<file path="src/rtl/multicycle_control_fsm_pkg.sv">
// Shared definitions for the multicycle MIPS control FSM.
// Holds state encodings, opcode/funct constants, ALU control codes and
// PC-source / ALU-B-source mux codes. No ports; imported by the RTL files.
package multicycle_control_fsm_pkg;

  typedef enum logic [3:0] {
    S_FETCH    = 4'd0,
    S_DECODE   = 4'd1,
    S_MEMADR   = 4'd2,
    S_MEMREAD  = 4'd3,
    S_MEMWB    = 4'd4,
    S_MEMWRITE = 4'd5,
    S_EXECUTE  = 4'd6,
    S_ALUWB    = 4'd7,
    S_BRANCH   = 4'd8,
    S_ADDIEXEC = 4'd9,
    S_ADDIWB   = 4'd10,
    S_JUMP     = 4'd11
  } state_t;

  // Opcodes (instr[31:26])
  localparam logic [5:0] OP_RTYPE = 6'b000000;
  localparam logic [5:0] OP_LW    = 6'b100011;
  localparam logic [5:0] OP_SW    = 6'b101011;
  localparam logic [5:0] OP_BEQ   = 6'b000100;
  localparam logic [5:0] OP_ADDI  = 6'b001000;
  localparam logic [5:0] OP_J     = 6'b000010;

  // R-type funct codes (instr[5:0])
  localparam logic [5:0] FUNCT_ADD = 6'b100000;
  localparam logic [5:0] FUNCT_SUB = 6'b100010;
  localparam logic [5:0] FUNCT_AND = 6'b100100;
  localparam logic [5:0] FUNCT_OR  = 6'b100101;
  localparam logic [5:0] FUNCT_SLT = 6'b101010;

  // ALU operation selects
  localparam logic [2:0] ALU_AND = 3'b000;
  localparam logic [2:0] ALU_OR  = 3'b001;
  localparam logic [2:0] ALU_ADD = 3'b010;
  localparam logic [2:0] ALU_SUB = 3'b110;
  localparam logic [2:0] ALU_SLT = 3'b111;

  // alu_op from the FSM to the ALU decoder
  localparam logic [1:0] ALUOP_ADD   = 2'b00;
  localparam logic [1:0] ALUOP_SUB   = 2'b01;
  localparam logic [1:0] ALUOP_FUNCT = 2'b10;

  // PC source mux
  localparam logic [1:0] PCSRC_ALU    = 2'b00;
  localparam logic [1:0] PCSRC_ALUOUT = 2'b01;
  localparam logic [1:0] PCSRC_JUMP   = 2'b10;

  // ALU B source mux
  localparam logic [1:0] SRCB_B      = 2'b00;
  localparam logic [1:0] SRCB_FOUR   = 2'b01;
  localparam logic [1:0] SRCB_IMM    = 2'b10;
  localparam logic [1:0] SRCB_IMM_SH = 2'b11;

endpackage

</file>
<file path="src/rtl/multicycle_control_fsm_alu_decoder.sv">
// Maps alu_op and funct to the ALU operation select.
// Purely combinational, zero latency; no flow control.
// Ports: alu_op (2), funct (6) in; alu_control (ALU_CTRL_W) out.
module alu_decoder
  import multicycle_control_fsm_pkg::*;
#(
  parameter int ALU_CTRL_W = 3
) (
  input  logic [1:0]            alu_op,
  input  logic [5:0]            funct,
  output logic [ALU_CTRL_W-1:0] alu_control
);

  always_comb begin
    alu_control = ALU_ADD;
    case (alu_op)
      ALUOP_SUB: alu_control = ALU_SUB;
      ALUOP_FUNCT: begin
        case (funct)
          FUNCT_ADD: alu_control = ALU_ADD;
          FUNCT_SUB: alu_control = ALU_SUB;
          FUNCT_AND: alu_control = ALU_AND;
          FUNCT_OR:  alu_control = ALU_OR;
          FUNCT_SLT: alu_control = ALU_SLT;
          default:   alu_control = ALU_ADD;
        endcase
      end
      // 00 and the unused 11 both add
      default: alu_control = ALU_ADD;
    endcase
  end

endmodule

</file>
<file path="src/rtl/multicycle_control_fsm.sv">
// Main controller of the multicycle MIPS datapath (Moore FSM; BRANCH pc_en uses zero).
// Latency: 2-5 cycles per instruction; outputs decode the current state. No backpressure.
// Ports: clk, rst (sync, active-high); opcode, funct, zero in; PC-stage, IR, memory,
// register-file and ALU controls, instr_done / illegal_op pulses and state_dbg out.
module multicycle_control_fsm
  import multicycle_control_fsm_pkg::*;
#(
  parameter int STATE_W    = 4,
  parameter int ALU_CTRL_W = 3
) (
  input  logic                  clk,
  input  logic                  rst,
  input  logic [5:0]            opcode,
  input  logic [5:0]            funct,
  input  logic                  zero,
  output logic                  pc_en,
  output logic [1:0]            pc_src,
  output logic                  iord,
  output logic                  ir_write,
  output logic                  mem_write,
  output logic                  reg_write,
  output logic                  reg_dst,
  output logic                  mem_to_reg,
  output logic                  alu_src_a,
  output logic [1:0]            alu_src_b,
  output logic [ALU_CTRL_W-1:0] alu_control,
  output logic                  instr_done,
  output logic                  illegal_op,
  output logic [STATE_W-1:0]    state_dbg
);

  // Kept as plain bits so the unused encodings 12-15 are representable.
  logic [STATE_W-1:0] state_q;
  logic [STATE_W-1:0] state_d;
  logic [1:0]         alu_op;

  always_ff @(posedge clk) begin
    if (rst) state_q <= S_FETCH;
    else     state_q <= state_d;
  end

  always_comb begin
    state_d    = S_FETCH;
    pc_en      = 1'b0;
    pc_src     = PCSRC_ALU;
    iord       = 1'b0;
    ir_write   = 1'b0;
    mem_write  = 1'b0;
    reg_write  = 1'b0;
    reg_dst    = 1'b0;
    mem_to_reg = 1'b0;
    alu_src_a  = 1'b0;
    alu_src_b  = SRCB_B;
    alu_op     = ALUOP_ADD;
    instr_done = 1'b0;
    illegal_op = 1'b0;

    case (state_q)
      S_FETCH: begin
        ir_write  = 1'b1;
        alu_src_b = SRCB_FOUR;
        pc_en     = 1'b1;
        state_d   = S_DECODE;
      end
      S_DECODE: begin
        // Branch target is precomputed here so BRANCH can load it from alu_out.
        alu_src_b = SRCB_IMM_SH;
        case (opcode)
          OP_LW, OP_SW: state_d = S_MEMADR;
          OP_RTYPE:     state_d = S_EXECUTE;
          OP_BEQ:       state_d = S_BRANCH;
          OP_ADDI:      state_d = S_ADDIEXEC;
          OP_J:         state_d = S_JUMP;
          default: begin
            state_d    = S_FETCH;
            illegal_op = 1'b1;
            instr_done = 1'b1;
          end
        endcase
      end
      S_MEMADR: begin
        alu_src_a = 1'b1;
        alu_src_b = SRCB_IMM;
        state_d   = (opcode == OP_LW) ? S_MEMREAD : S_MEMWRITE;
      end
      S_MEMREAD: begin
        iord    = 1'b1;
        state_d = S_MEMWB;
      end
      S_MEMWB: begin
        mem_to_reg = 1'b1;
        reg_write  = 1'b1;
        instr_done = 1'b1;
      end
      S_MEMWRITE: begin
        iord       = 1'b1;
        mem_write  = 1'b1;
        instr_done = 1'b1;
      end
      S_EXECUTE: begin
        alu_src_a = 1'b1;
        alu_op    = ALUOP_FUNCT;
        state_d   = S_ALUWB;
      end
      S_ALUWB: begin
        reg_dst    = 1'b1;
        reg_write  = 1'b1;
        instr_done = 1'b1;
      end
      S_BRANCH: begin
        alu_src_a  = 1'b1;
        alu_op     = ALUOP_SUB;
        pc_src     = PCSRC_ALUOUT;
        pc_en      = zero;
        instr_done = 1'b1;
      end
      S_ADDIEXEC: begin
        alu_src_a = 1'b1;
        alu_src_b = SRCB_IMM;
        state_d   = S_ADDIWB;
      end
      S_ADDIWB: begin
        reg_write  = 1'b1;
        instr_done = 1'b1;
      end
      S_JUMP: begin
        pc_src     = PCSRC_JUMP;
        pc_en      = 1'b1;
        instr_done = 1'b1;
      end
      default: state_d = S_FETCH;
    endcase

    // Reset suppresses every side effect immediately, so an abandoned
    // instruction never completes a partial write.
    if (rst) begin
      pc_en      = 1'b0;
      ir_write   = 1'b0;
      mem_write  = 1'b0;
      reg_write  = 1'b0;
      instr_done = 1'b0;
      illegal_op = 1'b0;
    end
  end

  alu_decoder #(.ALU_CTRL_W(ALU_CTRL_W)) u_alu_decoder (
    .alu_op      (alu_op),
    .funct       (funct),
    .alu_control (alu_control)
  );

  assign state_dbg = state_q;

endmodule
</file>
<file path="config.mk">
export PLATFORM = sky130hd
export DESIGN_NAME = multicycle_control_fsm
export DESIGN_NICKNAME = d
export VERILOG_FILES = /design/src/rtl/multicycle_control_fsm_pkg.sv /design/src/rtl/multicycle_control_fsm_alu_decoder.sv /design/src/rtl/multicycle_control_fsm.sv
export SDC_FILE = /design/constraint.sdc
export NUM_CORES = 1
export LEC_CHECK = 0
export ABC_AREA = 1
export BUFFER_PORTS_ARGS = -buffer_cell sky130_fd_sc_hd__buf_4
export CORE_MARGIN = 4
export CORE_UTILIZATION = 33
export DETAILED_ROUTE_END_ITERATION = 10
export PLACE_DENSITY_LB_ADDON = 0.08
export SYNTH_ARGS = -nofsm -noshare
export SYNTH_HDL_FRONTEND = slang
export SYNTH_SLANG_ARGS = --single-unit
export TNS_END_PERCENT = 30
</file>
<file path="constraint.sdc">
create_clock -name clk -period 1.8 [get_ports clk]
set_input_delay 0.27 -clock clk [delete_from_list [all_inputs] [get_ports clk]]
set_output_delay 0.27 -clock clk [all_outputs]
set_load 0.05 [all_outputs]
</file>
**Yosys cells after proc, flatten, opt, wreduce, memory -nomap -nowiden**

Index checks and enable logic that the tools add are counted.

- Eq/ne operators: 22
- Multiplexer cells: 25
- Reduce and logical (&&, ||, !) cells: 10

Operator list:

| kind | count |
|---|---|
| 6-bit equality test, second input constant | 6 |
| 4-bit one-hot mux with 6 select lines | 1 |
| 4-bit one-hot mux with 5 select lines | 1 |
| 4-bit by 3-bit equality test with 1-bit output, second input constant | 4 |
| 4-bit equality test, second input constant | 4 |
| 1-bit 2-to-1 mux | 15 |
| 3-bit one-hot mux with 4 select lines | 1 |
| 6-bit OR reduction | 2 |
| 4-bit by 2-bit equality test with 1-bit output, second input constant | 2 |
| 2-bit one-hot mux with 2 select lines | 2 |
| 2-bit OR reduction | 4 |
| 6-bit by 2-bit equality test with 1-bit output, second input constant | 1 |
| 6-bit by 3-bit equality test with 1-bit output, second input constant | 1 |
| 6-bit by 4-bit equality test with 1-bit output, second input constant | 1 |
| 6-bit logical NOT | 1 |
| 2-bit one-hot mux with 3 select lines | 1 |
| 3-bit one-hot mux with 2 select lines | 1 |
| 4-bit by 1-bit equality test with 1-bit output, second input constant | 1 |
| 4-bit logical NOT | 1 |
| 1-bit one-hot mux with 2 select lines | 2 |
| 4-bit OR reduction | 1 |
| 3-bit 2-to-1 mux | 1 |
| 3-bit OR reduction | 1 |
| 2-bit by 1-bit equality test with 1-bit output, second input constant | 1 |
| 2-bit equality test, second input constant | 1 |

- Bits in registers: 4
- Input port bits: 15
- Output and inout port bits: 21
- Word-level logic and storage cells: 58

**Longest topological paths before layout**

- Depth after elaboration: 5
- Mapped depth: 8

**Hierarchy**

A second synthesis with hierarchy kept.

- Cells, all modules: 130
- Area total of the unflattened synthesis: 646.9 µm²

Modules (own cells, without submodules):

| module | instances | cells an instance | area an instance (µm²) | sequential area each (µm²) |
|---|---|---|---|---|
| multicycle_control_fsm | 1 | 93 | 473.0 | 80.1 |
| alu_decoder | 1 | 37 | 173.9 | 0.0 |

**Worst setup path before layout**

OpenSTA, ideal clock, no wires.

- Kind: register to output
- From: reg state_q[2] (netlist: state_dbg[2])
- To: out reg_write
- Arrival: 2541 ps
- Data required time: 1530 ps
- Path slack: -1011 ps
- Cell stages (with the launch flop): 7
- Cell sequence: dfxtp_1 inv_2 nor2_2 inv_1 nor2_1 nor2_1 a21oi_1

- Longest elaborated chain between the ends: 4
- Elaborated cells between the ends (all ways): 6
- Classes of those cells: 3 x eq/ne; 2 x mux; 1 x reduce/logical

Ends and longest elaborated chain:

| what | RTL line | text |
|---|---|---|
| start: declaration | multicycle_control_fsm.sv:33 | `logic [STATE_W-1:0] state_q;` |
| start signal: assignment | multicycle_control_fsm.sv:39 | `else state_q <= state_d;` |
| 4-bit equality test / 4-bit by 3-bit equality test with 1-bit output (equally long branches) | multicycle_control_fsm.sv:58 | `case (state_q)` |
| 3-bit OR reduction (no line) (*) | - |  |
| 1-bit 2-to-1 mux (*) | multicycle_control_fsm.sv:58 |  |
| 1-bit 2-to-1 mux (*) | multicycle_control_fsm.sv:136 | `if (rst) begin` |
| end: declaration | multicycle_control_fsm.sv:21 | `output logic reg_write,` |

Mark *: on every way between the ends. The rest lies on a longest branch, timed or not.

**Final worst setup path**

- From: reg state_q[1] (netlist: state_dbg[1])
- To: out alu_control[0]

- Longest elaborated chain between the ends: 4
- Elaborated cells between the ends (all ways): 6
- Classes of those cells: 4 x eq/ne; 2 x mux

Ends and longest elaborated chain:

| what | RTL line | text |
|---|---|---|
| 4-bit equality test / 4-bit by 3-bit equality test with 1-bit output (equally long branches) | multicycle_control_fsm.sv:58 |  |
| 2-bit one-hot mux with 2 select lines (*) | multicycle_control_fsm.sv:58 |  |
| 2-bit equality test / 2-bit by 1-bit equality test with 1-bit output (equally long branches) | multicycle_control_fsm_alu_decoder.sv:16 | `case (alu_op)` |
| 3-bit one-hot mux with 2 select lines (*) | multicycle_control_fsm_alu_decoder.sv:16 |  |
| end: declaration | multicycle_control_fsm.sv:26 | `output logic [ALU_CTRL_W-1:0] alu_control,` |

Marked as above.

==> reports/summary.txt <==
status - finished clean
Final Max Tran Viols - 0
total grt overflow - 0
Total Nets Final - 172
PwrDens - 347.4 nW/µm²
Vias/cell - 4.751
number of enable flip-flop cells after synthesis - 0
Gate Count Post-Synth - 112
worst IR drop on VDD - 0.3313 mV
drt pass-1 iters - 4
met3 WL - 130 µm
Clock Latency Late Sink - 240 ps
CTS Buf Count - 3
Mapped Nets - 130
critical path's most frequent cell - nand2_4
CTS sink cnt - 4
Worst Hold End - state_dbg[0]$_SDFF_PP0_
Net Switching - 0.0001575 W
largest net degree at the start of global routing - 9
setup slack, reg-to-reg - 620 ps
Detailed Route WL - 1802 µm
worst-margin pin slew - 251.2 ps
met2 WL - 859 µm
max incr delay on CP - 350 ps
crit path DAT - 1510 ps
Hold Crit Class - input pin to register
yosys warns - 0
Pint - 0.0002250 W
drt wl/cell - 10.18 µm
vias in the first global route - 816
Vias - 841
Starting Density - 35.39%
Crit-path slowest cell - dfxtp_4
die area - 2652 µm²
FMAX - 561.6 MHz
total power - 0.0003825 W
DRC viols - 0
RSZ-0062 raised after global routing - true
Max clock buf depth - 2
Mapped Area - 624.3 µm²
antenna violations before repair - 0
Slew HR - 83.19%
CTS tree - yes
die width - 51.50 µm
R2R cell count - 7
row count - 15
main area contributors after synthesis - nor2_1, dfxtp_1, nand3_1
reg2reg end - state_dbg[2]$_SDFF_PP0_
first-pass GRT wire length - 3298 µm
Synth cell types - 20
Seq/Total Area, Yosys - 12.83%
Reg clk slew, reported paths - 40 ps
Fillers - 189
top-area cell type share of the netlist area - 13.83%
count leader, synth - nor2_1
gpl congestion - 0.8664
Combinational Power Share - 45.9%
Flop pwr share - 24.6%
CP max FO - 4
max reg flops - 4
commonest cells in the netlist - nor2_1, nand2_1, inv_1
Req. time, crit path - 1530 ps
r2r startpoint - state_dbg[1]$_SDFF_PP0_
# setup viols final - 0
GRT Overall Usage - 15.86%
Diodes inserted - 0
skew final - 6.558 ps
Critical Path Sink Type - primary output
Iter 0 DRT Violations - 11
antenna-violating nets left - 0
htree depth - 1
share of cells above drive strength 1 - 51.32%
Synth-to-Final Area Change - 76.35%
Root Buffer - clkbuf_4
WHS Path Cells - 2
met1 WL - 782 µm
Net Sw Frac - 41.18%
final non-filler cell total - 177
Tmin final - 1781 ps
placed cells - 172
cell taking the most area after synthesis - nor2_1
core box area - 1764 µm²
I/O pins - 36
WHS - 278.3 ps
ys flop type - dfxtp_1
final setup TNS - 0 ps
Async SR Flop Fraction - 0%
post-DP HPWL - 1444 µm
PortBufs - 35
P_leak - 0.5764 nW
Startpoint Class - register
top sig layer - met4
final hold vios - 0
Clock power frac - 29.5%
Yosys reg bits - 4
Die H - 51.50 µm
final period utilization - 98.93%
syn_area_per_cell - 5.575 µm²
CP Cell Sequence - inv_6 -> nand2_4 -> nor2_4 -> ha_4 -> inv_4 -> nand2_4 -> a21oi_4 -> buf_6
critical path class - register to primary output
MaxCap Viol Count - 0
HP Start - rst
## area by class of cell
type	count	area (µm²)	share of cell area, %
multi-input cells	85	558.0	50.68
repair buffers	38	296.5	26.93
inverters	22	97.59	8.864
flip-flops and latches	4	95.09	8.636
well taps	25	31.28	2.841
clock buffers	3	22.52	2.045
## kinds of logic (layout without fill, tap and decap cells)
family | Yosys count | count (layout) | synth area share, %
AOI/OAI and AO/OA | 11 | 11 | 9.820
adders and majority gates | 3 | 3 | 6.013
buffers and inverters | 23 | 63 | 14.83
DFF | 4 | 4 | 12.83
and+or+nand+nor | 71 | 71 | 56.51
## power by group through the flow
stage	Clock [W]	Sequential, W	Combinational, W
after floorplan	0	0.000104	0.000103
after global placement	0	0.0000943	0.000170
after detailed placement	0	0.0000944	0.000171
after CTS	0.000121	0.0000940	0.000176
after global routing	0.000125	0.0000949	0.000192
final	0.000113	0.0000942	0.000175
## stage by stage
step           setup WS [ps]  area (µm²)  util (%)
4_1_cts                2.797        1090     61.77
2_1_floorplan         -28.72       710.7         -
3_3_place_gp           97.94        1002     56.81
5_1_grt               -67.56        1101     62.41
6_report               19.26        1101     62.41
3_5_place_dp           83.64        1002     56.81
## per-layer routing
layer	GRT usage, %	vias up
li1	-	436
met1	20.07	367
met2	25.42	34
met3	2.292	4
met4	9.170	0
met5	0	-
## placed cells by master, fill, tap and decap left out
cell,Yosys,routed
a21oi_1,6,4
a21oi_4,0,2
buf_4,0,35
buf_6,0,3
clkbuf_4,0,3
dfxtp_4,0,4
ha_1,3,1
ha_2,0,1
ha_4,0,1
inv_1,16,14
inv_2,6,4
inv_4,0,2
inv_6,0,2
nand2_1,17,14
nand2_2,3,2
nand2_4,1,5
nand3_1,14,14
nand3_2,1,1
nand3b_1,1,1
nand4_1,3,3
nand4_2,1,1
nor2_1,23,20
nor2_2,5,4
nor2_4,2,6
o21ai_0,2,1
o21ai_1,0,1
o21ai_2,1,1
o22ai_1,2,1
o22ai_4,0,1
## worst max-delay path by stage
stage	from	to	cells past startpoint
6_report	state_dbg[1]$_SDFF_PP0_	alu_control[0]	8
5_1_grt	state_dbg[0]$_SDFF_PP0_	alu_control[2]	8
4_1_cts	state_dbg[1]$_SDFF_PP0_	alu_control[0]	8
3_5_place_dp	state_dbg[1]$_SDFF_PP0_	alu_control[0]	8
3_3_place_gp	state_dbg[1]$_SDFF_PP0_	alu_control[0]	8
2_1_floorplan	state_dbg[2]$_SDFF_PP0_	alu_control[1]	7
## timing repair
| item | 4_1_cts | 5_1_grt |
|---|---|---|
| gates resized for setup | 15 | 4 |
| hold buffers | 0 | 0 |
| endpoints found under the setup margin | 4 | 4 |
| buffers inserted | 2 | 0 |
| pin swaps | 3 | 2 |
## critical path: cells and delay by family, from the launching register on
kind,cells,cell delay [ps]
compound gates,1,110
fa+ha+maj,1,240
buf+inv,3,310
flops,1,350
simple gates,3,270
Note: power is estimated with default switching activity, not from simulation.
